[config.mk]
export PLATFORM = sky130hd
export DESIGN_NAME = core_sequencer
export DESIGN_NICKNAME = d
export VERILOG_FILES = /design/src/rtl/core_pkg.sv /design/src/rtl/core_sequencer_pc_reg.sv /design/src/rtl/core_sequencer.sv
export SDC_FILE = /design/constraint.sdc
export NUM_CORES = 1
export LEC_CHECK = 0
export ABC_AREA = 1
export BUFFER_PORTS_ARGS = -buffer_cell sky130_fd_sc_hd__buf_4
export CAP_MARGIN = 30
export CORE_MARGIN = 3
export CORE_UTILIZATION = 43
export DETAILED_ROUTE_END_ITERATION = 12
export PLACE_DENSITY = 0.75
export SETUP_SLACK_MARGIN = 0.02
export SLEW_MARGIN = 20
export SYNTH_ARGS = -nofsm -noshare
export SYNTH_HDL_FRONTEND = slang
export SYNTH_SLANG_ARGS = --single-unit
[constraint.sdc]
create_clock -name clk -period 3.7 [get_ports clk]
set_input_delay 0.37 -clock clk [delete_from_list [all_inputs] [get_ports clk]]
set_output_delay 0.37 -clock clk [all_outputs]
set_load 0.005 [all_outputs]
[src/rtl/core_pkg.sv]
// Shared types, opcode constants and decode helpers for the accumulator core sequencer.
package core_pkg;

  localparam int OP_BITS = 4;

  typedef enum logic [2:0] {
    S_IDLE   = 3'd0,
    S_FETCH  = 3'd1,
    S_DECODE = 3'd2,
    S_EXEC   = 3'd3,
    S_MEM    = 3'd4,
    S_HALT   = 3'd5
  } seq_state_t;

  localparam logic [OP_BITS-1:0] OP_SHIFT = 4'b0000;
  localparam logic [OP_BITS-1:0] OP_BEQ   = 4'b0001;
  localparam logic [OP_BITS-1:0] OP_BR2   = 4'b0010;
  localparam logic [OP_BITS-1:0] OP_BR3   = 4'b0011;
  localparam logic [OP_BITS-1:0] OP_LOAD  = 4'b0100;
  localparam logic [OP_BITS-1:0] OP_STORE = 4'b0101;
  localparam logic [OP_BITS-1:0] OP_PUSH  = 4'b0110;
  localparam logic [OP_BITS-1:0] OP_POP   = 4'b0111;
  localparam logic [OP_BITS-1:0] OP_DONE  = 4'b1111;

  function automatic logic is_branch(input logic [OP_BITS-1:0] op);
    return (op == OP_BEQ) || (op == OP_BR2) || (op == OP_BR3);
  endfunction

  // Opcodes that produce a register-file result when they retire.
  function automatic logic writes_reg(input logic [OP_BITS-1:0] op);
    return !is_branch(op) && (op != OP_STORE) && (op != OP_DONE);
  endfunction

  function automatic logic [31:0] sat_inc32(input logic [31:0] v);
    return (v == 32'hFFFF_FFFF) ? v : v + 32'd1;
  endfunction

endpackage

[src/rtl/core_sequencer_pc_reg.sv]
// Program counter register: async clear, then sync clear > load > increment.
module pc_reg #(
  parameter int PC_W = 10
) (
  input  logic            clk,
  input  logic            rst_n,
  input  logic            clr,
  input  logic            load,
  input  logic            inc,
  input  logic [PC_W-1:0] target,
  output logic [PC_W-1:0] pc
);

  always_ff @(posedge clk or negedge rst_n) begin
    if (!rst_n) begin
      pc <= '0;
    end else if (clr) begin
      pc <= '0;
    end else if (load) begin
      pc <= target;
    end else if (inc) begin
      pc <= pc + PC_W'(1);
    end
  end

endmodule

[src/rtl/core_sequencer.sv]
// Multi-cycle fetch/decode/exec/mem sequencer owning the PC of the accumulator core.
// Optional performance counters are built when CORE_SEQ_PERF_CNT_EN is defined.
module core_sequencer
  import core_pkg::*;
#(
  parameter int PC_W = 10,
  parameter int OPW  = 4
) (
  input  logic            clk,
  input  logic            rst_n,
  input  logic            start,
  input  logic [OPW-1:0]  opcode,
  input  logic            ld_immed,
  input  logic            branch_taken,
  input  logic [PC_W-1:0] branch_target,
  input  logic            dmem_ready,
  output logic [PC_W-1:0] pc,
  output logic            ir_load,
  output logic            reg_we,
  output logic            dmem_req,
  output logic            dmem_we,
  output logic            busy,
  output logic            done
`ifdef CORE_SEQ_PERF_CNT_EN
  ,
  output logic [31:0]     instr_retired,
  output logic [31:0]     cycle_count
`endif
);

  seq_state_t           state;
  seq_state_t           state_nxt;
  logic [OP_BITS-1:0]   op;
  logic                 is_mem_op;
  logic                 pc_clr;
  logic                 pc_load;
  logic                 pc_inc;
  logic                 retire;

  assign op        = OP_BITS'(opcode);
  assign is_mem_op = (op == OP_LOAD) || (op == OP_STORE);

  always_ff @(posedge clk or negedge rst_n) begin
    if (!rst_n) begin
      state <= S_IDLE;
    end else begin
      state <= state_nxt;
    end
  end

  always_comb begin
    state_nxt = state;
    case (state)
      S_IDLE:   if (start) state_nxt = S_FETCH;
      S_FETCH:  state_nxt = S_DECODE;
      // ld_immed overrides the opcode: an immediate load never touches memory.
      S_DECODE: begin
        if (ld_immed)             state_nxt = S_EXEC;
        else if (op == OP_DONE)   state_nxt = S_HALT;
        else if (is_mem_op)       state_nxt = S_MEM;
        else                      state_nxt = S_EXEC;
      end
      S_EXEC:   state_nxt = S_FETCH;
      S_MEM:    if (dmem_ready) state_nxt = S_FETCH;
      S_HALT:   if (!start) state_nxt = S_IDLE;
      default:  state_nxt = S_IDLE;
    endcase
  end

  always_comb begin
    ir_load  = 1'b0;
    reg_we   = 1'b0;
    dmem_req = 1'b0;
    dmem_we  = 1'b0;
    busy     = 1'b1;
    done     = 1'b0;
    pc_clr   = 1'b0;
    pc_load  = 1'b0;
    pc_inc   = 1'b0;
    retire   = 1'b0;
    case (state)
      S_IDLE: begin
        busy   = 1'b0;
        pc_clr = 1'b1;
      end
      S_FETCH: begin
        ir_load = 1'b1;
      end
      S_DECODE: begin
        retire = !ld_immed && (op == OP_DONE);
      end
      S_EXEC: begin
        reg_we  = ld_immed || writes_reg(op);
        pc_load = !ld_immed && is_branch(op) && branch_taken;
        pc_inc  = !pc_load;
        retire  = 1'b1;
      end
      // Request is held until the memory answers; the PC only moves on completion.
      S_MEM: begin
        dmem_req = 1'b1;
        dmem_we  = (op == OP_STORE);
        if (dmem_ready) begin
          reg_we = (op == OP_LOAD);
          pc_inc = 1'b1;
          retire = 1'b1;
        end
      end
      S_HALT: begin
        busy   = 1'b0;
        done   = 1'b1;
        pc_clr = !start;
      end
      default: begin
        busy = 1'b0;
      end
    endcase
  end

  pc_reg #(
    .PC_W (PC_W)
  ) u_pc_reg (
    .clk    (clk),
    .rst_n  (rst_n),
    .clr    (pc_clr),
    .load   (pc_load),
    .inc    (pc_inc),
    .target (branch_target),
    .pc     (pc)
  );

`ifdef CORE_SEQ_PERF_CNT_EN
  logic perf_clr;

  // A fresh run starts counting from zero; totals survive HALT and IDLE for readout.
  assign perf_clr = (state == S_IDLE) && start;

  always_ff @(posedge clk or negedge rst_n) begin
    if (!rst_n) begin
      instr_retired <= '0;
      cycle_count   <= '0;
    end else if (perf_clr) begin
      instr_retired <= '0;
      cycle_count   <= '0;
    end else begin
      if (busy)   cycle_count   <= sat_inc32(cycle_count);
      if (retire) instr_retired <= sat_inc32(instr_retired);
    end
  end
`else
  logic perf_unused;
  assign perf_unused = retire;
`endif

endmodule

==> flow_summary_export.csv, run 1 <==
group,metric,value,unit
layout,areaGrowthSynthToFinish,27.01,%
timing,finalSetupTns,0,ns
setup_path,worstReg2RegEnd,"u_pc_reg.pc[2]$_DFFE_PN0P_",
place,port-buffer-count,35,
setup_path,endpoint_kind,"output port",
layout,fin_area,1400,sq um
global_routing,grt.total_usage,0.1815,
timing,setup-violations-final,0,
global_routing,grt_max_degree,14,
clock_tree,numClockSinks,13,
setup_path,crit_path_top_delay_cell,"dfrtp_1",
setup_path,r2r_slack,2.02,ns
drt,vias,1207,
setup_path,worstPathArrival,1.38,ns
layout,final_common_cell,"nand2_1",
layout,final_cells,242,
floorplan,io_pins,36,
place,hpwl,2079,um
hold_path,whs_path_depth,3,
setup_path,r2r_cells,7,
synth,synthTopCellsByArea,"dfrtp_1 (30%), nand2_1 (20%), nand3_1 (13%)",
layout,antenna_cells,0,
place,place_ws,1.906,ns
floorplan,die_x,56.63,um
layout,drive_gt1_frac,0.2336,
setup_path,crit_cells,6,
clock_tree,postCtsSetupBuffers,0,
synth,syn_area_per_cell,6.228,sq um
drt,via_per_inst,4.988,
synth,netlist.area_leader.share,0.2951,
place,routabilityCongestion,0.8894,
setup_path,cp_max_fo,5,
synth,synth-seq-area-share,0.2951,
global_routing,grt_pass1_wl,4664,um
timing,fmax,0.5725,GHz
timing,finalCriticalPeriod,1.747,ns
setup_path,path_common_cell,"nand2_2",
synth,syn-cell-area,1102,sq um
floorplan,die_h,56.63,um
clock_tree,cts_resized,0,
setup_path,cp_cell_sequence,"inv_2, nand2_2, nor2_4, nand2_2, o21ai_0, buf_4",
clock_tree,cts_buffer_depth,2,
drt,drt_wl_total,2581,um
clock_tree,cts_root_buf,"clkbuf_4",
setup_path,setup.worst_path.start,"state[0]$_DFFE_PN0P_",
floorplan,die_area,3207,sq um
setup_path,critPathKind,"flip-flop to output port",
synth,synth_fp_nets,198,
floorplan,fp.coreArea,2318,sq um
timing,whs,0.3258,ns
layout,largest_reg_flops,10,
floorplan,start_util,0.4754,
global_routing,grt_pass1_vias,1080,
global_routing,grt_overflow_total,0,
drt,ant_nets,0,
setup_path,max_stage_delay,0.44,ns
global_routing,antenna_found_initial,0,
hold_path,hold_class,"input port to flip-flop",
place,placed_area,1364,sq um
synth,ys_types,20,
power_and_ir_drop,ir_drop,337.6,uV
synth,syn_inst,177,
timing,setup_ws,1.953,ns
timing,rsz0062_at_grt,"false",
layout,fin_nets,236,
timing,fin_crit_sh,0.4721,
synth,synth_area_leader_cell,"dfrtp_1",
clock_tree,clkTransAtPathRegs,0.08,ns
clock_tree,clk_latency,0.28,ns
setup_path,worst-path-buf-inv,2,
timing,relSlewSlack,0.5048,
layout,most-common-layout-cells,"nand2_1 (58), buf_4 (35), nand3_1 (28), inv_1 (28)",
synth,synth-seq-cells,13,
floorplan,rows,17,
drt,drc,0,
synth,ys_warn_count,0,
setup_path,worst-endpoint-required,3.33,ns
job,cap_violations,0,
setup_path,critPathTopFamily,"flip-flops",
setup_path,reg2reg_from,"state[2]$_DFFE_PN0P_",
layout,fin_util,0.6039,
clock_tree,cts_buffers,3,
drt,wl_per_cell,10.67,um
power_and_ir_drop,power.density,452.3,nW/um^2
timing,maxSlewViolCount,0,
clock_tree,cts_tree,"built",
timing,tightest_slew,0.7401,ns
timing,hold_viol_final,0,
power_and_ir_drop,cellLeakagePower,0.8005,nW
setup_path,crit_path_start_kind,"flip-flop",
setup_path,endpoint,"reg_we",
drt,drt-initial-drc-count,28,
place,place_inst,237,
drt,drt_first_pass_iters,4,
timing,finClkSkew,0.0007347,ns
power_and_ir_drop,fin_total_pwr,0.6333,mW
clock_tree,htree_levels,1,
run_status,status,"complete, no violations",
## cell type report
cell class | count | area, sq um
multi-input combinational | 130 | 624.3
timing repair buffer | 36 | 272.8
inverter | 31 | 116.4
fill | 241 | 918.4
clock buffer | 4 | 26.28
tap | 28 | 35.03
sequential | 13 | 325.3
## power breakdown
part	internal (mW)	leakage, nW	switching (mW)	total (mW)
Clock	0.0419	0.0150	0.0472	0.0891
Sequential	0.174	0.176	0.0456	0.220
Combinational	0.138	0.610	0.187	0.325
Total	0.354	0.801	0.279	0.633
## Yosys cell counts
| cell | number |
|---|---|
| a21o_1 | 1 |
| buf_6 | 2 |
| clkbuf_8 | 1 |
| dfrtp_1 | 13 |
| ha_1 | 1 |
| inv_1 | 28 |
| inv_2 | 3 |
| nand2_1 | 58 |
| nand2_2 | 4 |
| nand3_1 | 28 |
| nand3_2 | 2 |
| nand3b_1 | 6 |
| nand4_1 | 4 |
| nor2_1 | 13 |
| nor2_2 | 1 |
| nor2_4 | 2 |
| nor3_1 | 1 |
| o21ai_0 | 7 |
| o21bai_1 | 1 |
| o22ai_1 | 1 |
## worst min-delay path by stage
stage                     startpoint                         end  slack, ns
final                          start        state[0]$_DFFE_PN0P_       0.33
after global routing           start        state[0]$_DFFE_PN0P_       0.33
after CTS                      start        state[0]$_DFFE_PN0P_       0.32
after detailed placement       rst_n  u_pc_reg.pc[8]$_DFFE_PN0P_       0.23
after global placement         rst_n        state[1]$_DFFE_PN0P_       0.23
after floorplan                rst_n        state[0]$_DFFE_PN0P_       0.07
## worst register-to-register path, stage by stage (launching register included)
cell	delay [ns]
dfrtp_1	0.44
inv_2	0.13
nand3_2	0.13
nor2_2	0.40
nand2_2	0.25
o21ai_0	0.14
nand3_1	0.08
nand2_1	0.06
## cell families after synthesis
| kind of cell | Yosys count | synth area share |
|---|---|---|
| and+or+nand+nor | 119 | 0.5040 |
| adders and majority gates | 1 | 0.01135 |
| buffers and inverters | 34 | 0.1385 |
| AOI/OAI and AO/OA | 10 | 0.05108 |
| DFF | 13 | 0.2951 |
## metal layers
metal | track usage | vias up | wire length (um)
met1 | 0.2574 | 536 | 1234
met4 | 0.06102 | 0 | 35
met3 | 0.04138 | 4 | 165
met5 | 0 | - | 0
met2 | 0.2690 | 34 | 1146
li1 | - | 633 | -
## what timing repair did
item | CTS | global route
hold endpoints to repair | 13 | 0
hold buffers | 1 | 0
setup endpoints to repair | 0 | 0
Note: power is estimated with default switching activity, not from simulation.
==> run 2, diff against run 1 <==
PLACE_DENSITY = 0.77   (was 0.75)
clock period = 1.6 ns   (was 3.7 ns; I/O delays follow)
==> flow_summary_export.csv, run 2 (synthesized netlist as in run 1, its figures left out) <==
group,metric,value,unit
setup_path,setup.worst_path.start,"state[1]$_DFFE_PN0P_",
drt,drc,0,
setup_path,crit_path_start_kind,"flip-flop",
floorplan,rows,17,
global_routing,grt_max_degree,14,
layout,largest_reg_flops,10,
hold_path,hold_class,"input port to flip-flop",
place,place_ws,0.1241,ns
drt,vias,1234,
timing,maxSlewViolCount,0,
timing,hold_viol_final,0,
layout,final_cells,247,
drt,drt_first_pass_iters,4,
run_status,status,"complete, no violations",
clock_tree,cts_root_buf,"clkbuf_4",
setup_path,worst-endpoint-required,1.44,ns
timing,fin_crit_sh,0.9585,
global_routing,antenna_found_initial,0,
timing,fmax,0.6520,GHz
place,place_inst,240,
floorplan,io_pins,36,
timing,finClkSkew,0.004541,ns
clock_tree,clk_latency,0.28,ns
floorplan,fp.coreArea,2318,sq um
layout,areaGrowthSynthToFinish,30.87,%
setup_path,cp_max_fo,4,
floorplan,die_x,56.63,um
global_routing,grt_pass1_vias,1166,
place,routabilityCongestion,0.8629,
layout,fin_util,0.6222,
clock_tree,numClockSinks,13,
layout,antenna_cells,0,
layout,final_common_cell,"nand2_1",
layout,fin_nets,241,
drt,via_per_inst,4.996,
layout,num-fill-cells,228,
layout,most-common-layout-cells,"nand2_1 (58), buf_4 (40), nand3_1 (28), inv_1 (28), nor2_1 (13)",
timing,rsz0062_at_grt,"true",
timing,finalSetupTns,0,ns
timing,relSlewSlack,0.7760,
clock_tree,cts_buffer_depth,2,
layout,drive_gt1_frac,0.2603,
timing,tightest_slew,0.3357,ns
clock_tree,htree_levels,1,
setup_path,endpoint_kind,"output port",
setup_path,worstPathArrival,1.37,ns
clock_tree,cts_tree,"built",
drt,wl_per_cell,12.05,um
floorplan,die_area,3207,sq um
drt,ant_nets,0,
setup_path,reg2reg_from,"state[2]$_DFFE_PN0P_",
hold_path,hold_start,"start",
job,cap_violations,0,
place,port-buffer-count,35,
power_and_ir_drop,cellLeakagePower,0.8225,nW
clock_tree,cts_buffers,3,
drt,drt_wl_total,2976,um
clock_tree,clkTransAtPathRegs,0.09,ns
power_and_ir_drop,power.density,1074,nW/um^2
timing,setup-violations-final,0,
global_routing,grt_overflow_total,0,
setup_path,critPathKind,"flip-flop to output port",
power_and_ir_drop,ir_drop,765.5,uV
place,hpwl,2316,um
global_routing,grt.total_usage,0.1915,
floorplan,start_util,0.4754,
floorplan,die_h,56.63,um
timing,whs,0.1360,ns
drt,drt-initial-drc-count,52,
timing,finalCriticalPeriod,1.534,ns
timing,setup_ws,0.06632,ns
global_routing,grt_pass1_wl,4940,um
run 2: cell types whose count changed in the layout (fill, tap and decap cells not counted), sizes merged:
cell	previous run	this run
buf	35	40
run 2: worst max-delay path, cell delays in order, from the launching register on:
cell and delay, ns:
dfrtp_1 0.43, inv_2 0.11, nand2_2 0.10, nor2_4 0.12, nand2_2 0.07, o21ai_1 0.13, buf_4 0.13
run 2: timing repair:
item,in CTS,in global routing
gates resized for setup,0,4
endpoints found under the setup margin,0,11
hold buffers,1,0
setup buffers,0,2
endpoints found under the hold margin,13,0
run 2: cell type report:
type,count,area [sq um],share of cell area
multi-input cells,130,624.3,0.4328
flip-flops and latches,13,327.8,0.2272
repair buffers,41,310.3,0.2151
inverters,31,118.9,0.08239
well taps,28,35.03,0.02428
clock buffers,4,26.28,0.01821
run 2: per-stage QoR:
step	instance area (sq um)	power [mW]
3_5_place_dp	1386	1.306
5_1_grt	1443	1.677
3_3_place_gp	1386	1.279
4_1_cts	1423	1.521
6_report	1443	1.549
2_1_floorplan	1102	1.008
run 2: layer usage:
metal,global-route usage,part of all wire,vias up
met1,0.2444,0.45,538
met5,0,0,-
li1,-,-,645
met3,0.02759,0.059,4
met4,0.05763,0.012,0
met2,0.3300,0.48,47
run 2: power breakdown:
| part | leakage (nW) | switching (mW) | internal (mW) | total (mW) |
|---|---|---|---|---|
| combinational | 0.635 | 0.456 | 0.358 | 0.814 |
| sequential | 0.173 | 0.117 | 0.405 | 0.522 |
| clock | 0.0150 | 0.116 | 0.0966 | 0.213 |
run 2: path summary, 6_finish.rpt:
kind	slack, ns	cells past startpoint	to
worst max-delay path	0.07	6	reg_we
worst min-delay path	0.14	3	state[0]$_DFFE_PN0P_
worst max register to register	0.14	7	u_pc_reg.pc[2]$_DFFE_PN0P_
worst min register to register	0.54	2	u_pc_reg.pc[9]$_DFFE_PN0P_
max in group asynchronous	1.17	2	state[2]$_DFFE_PN0P_
min in group asynchronous	0.25	2	u_pc_reg.pc[0]$_DFFE_PN0P_
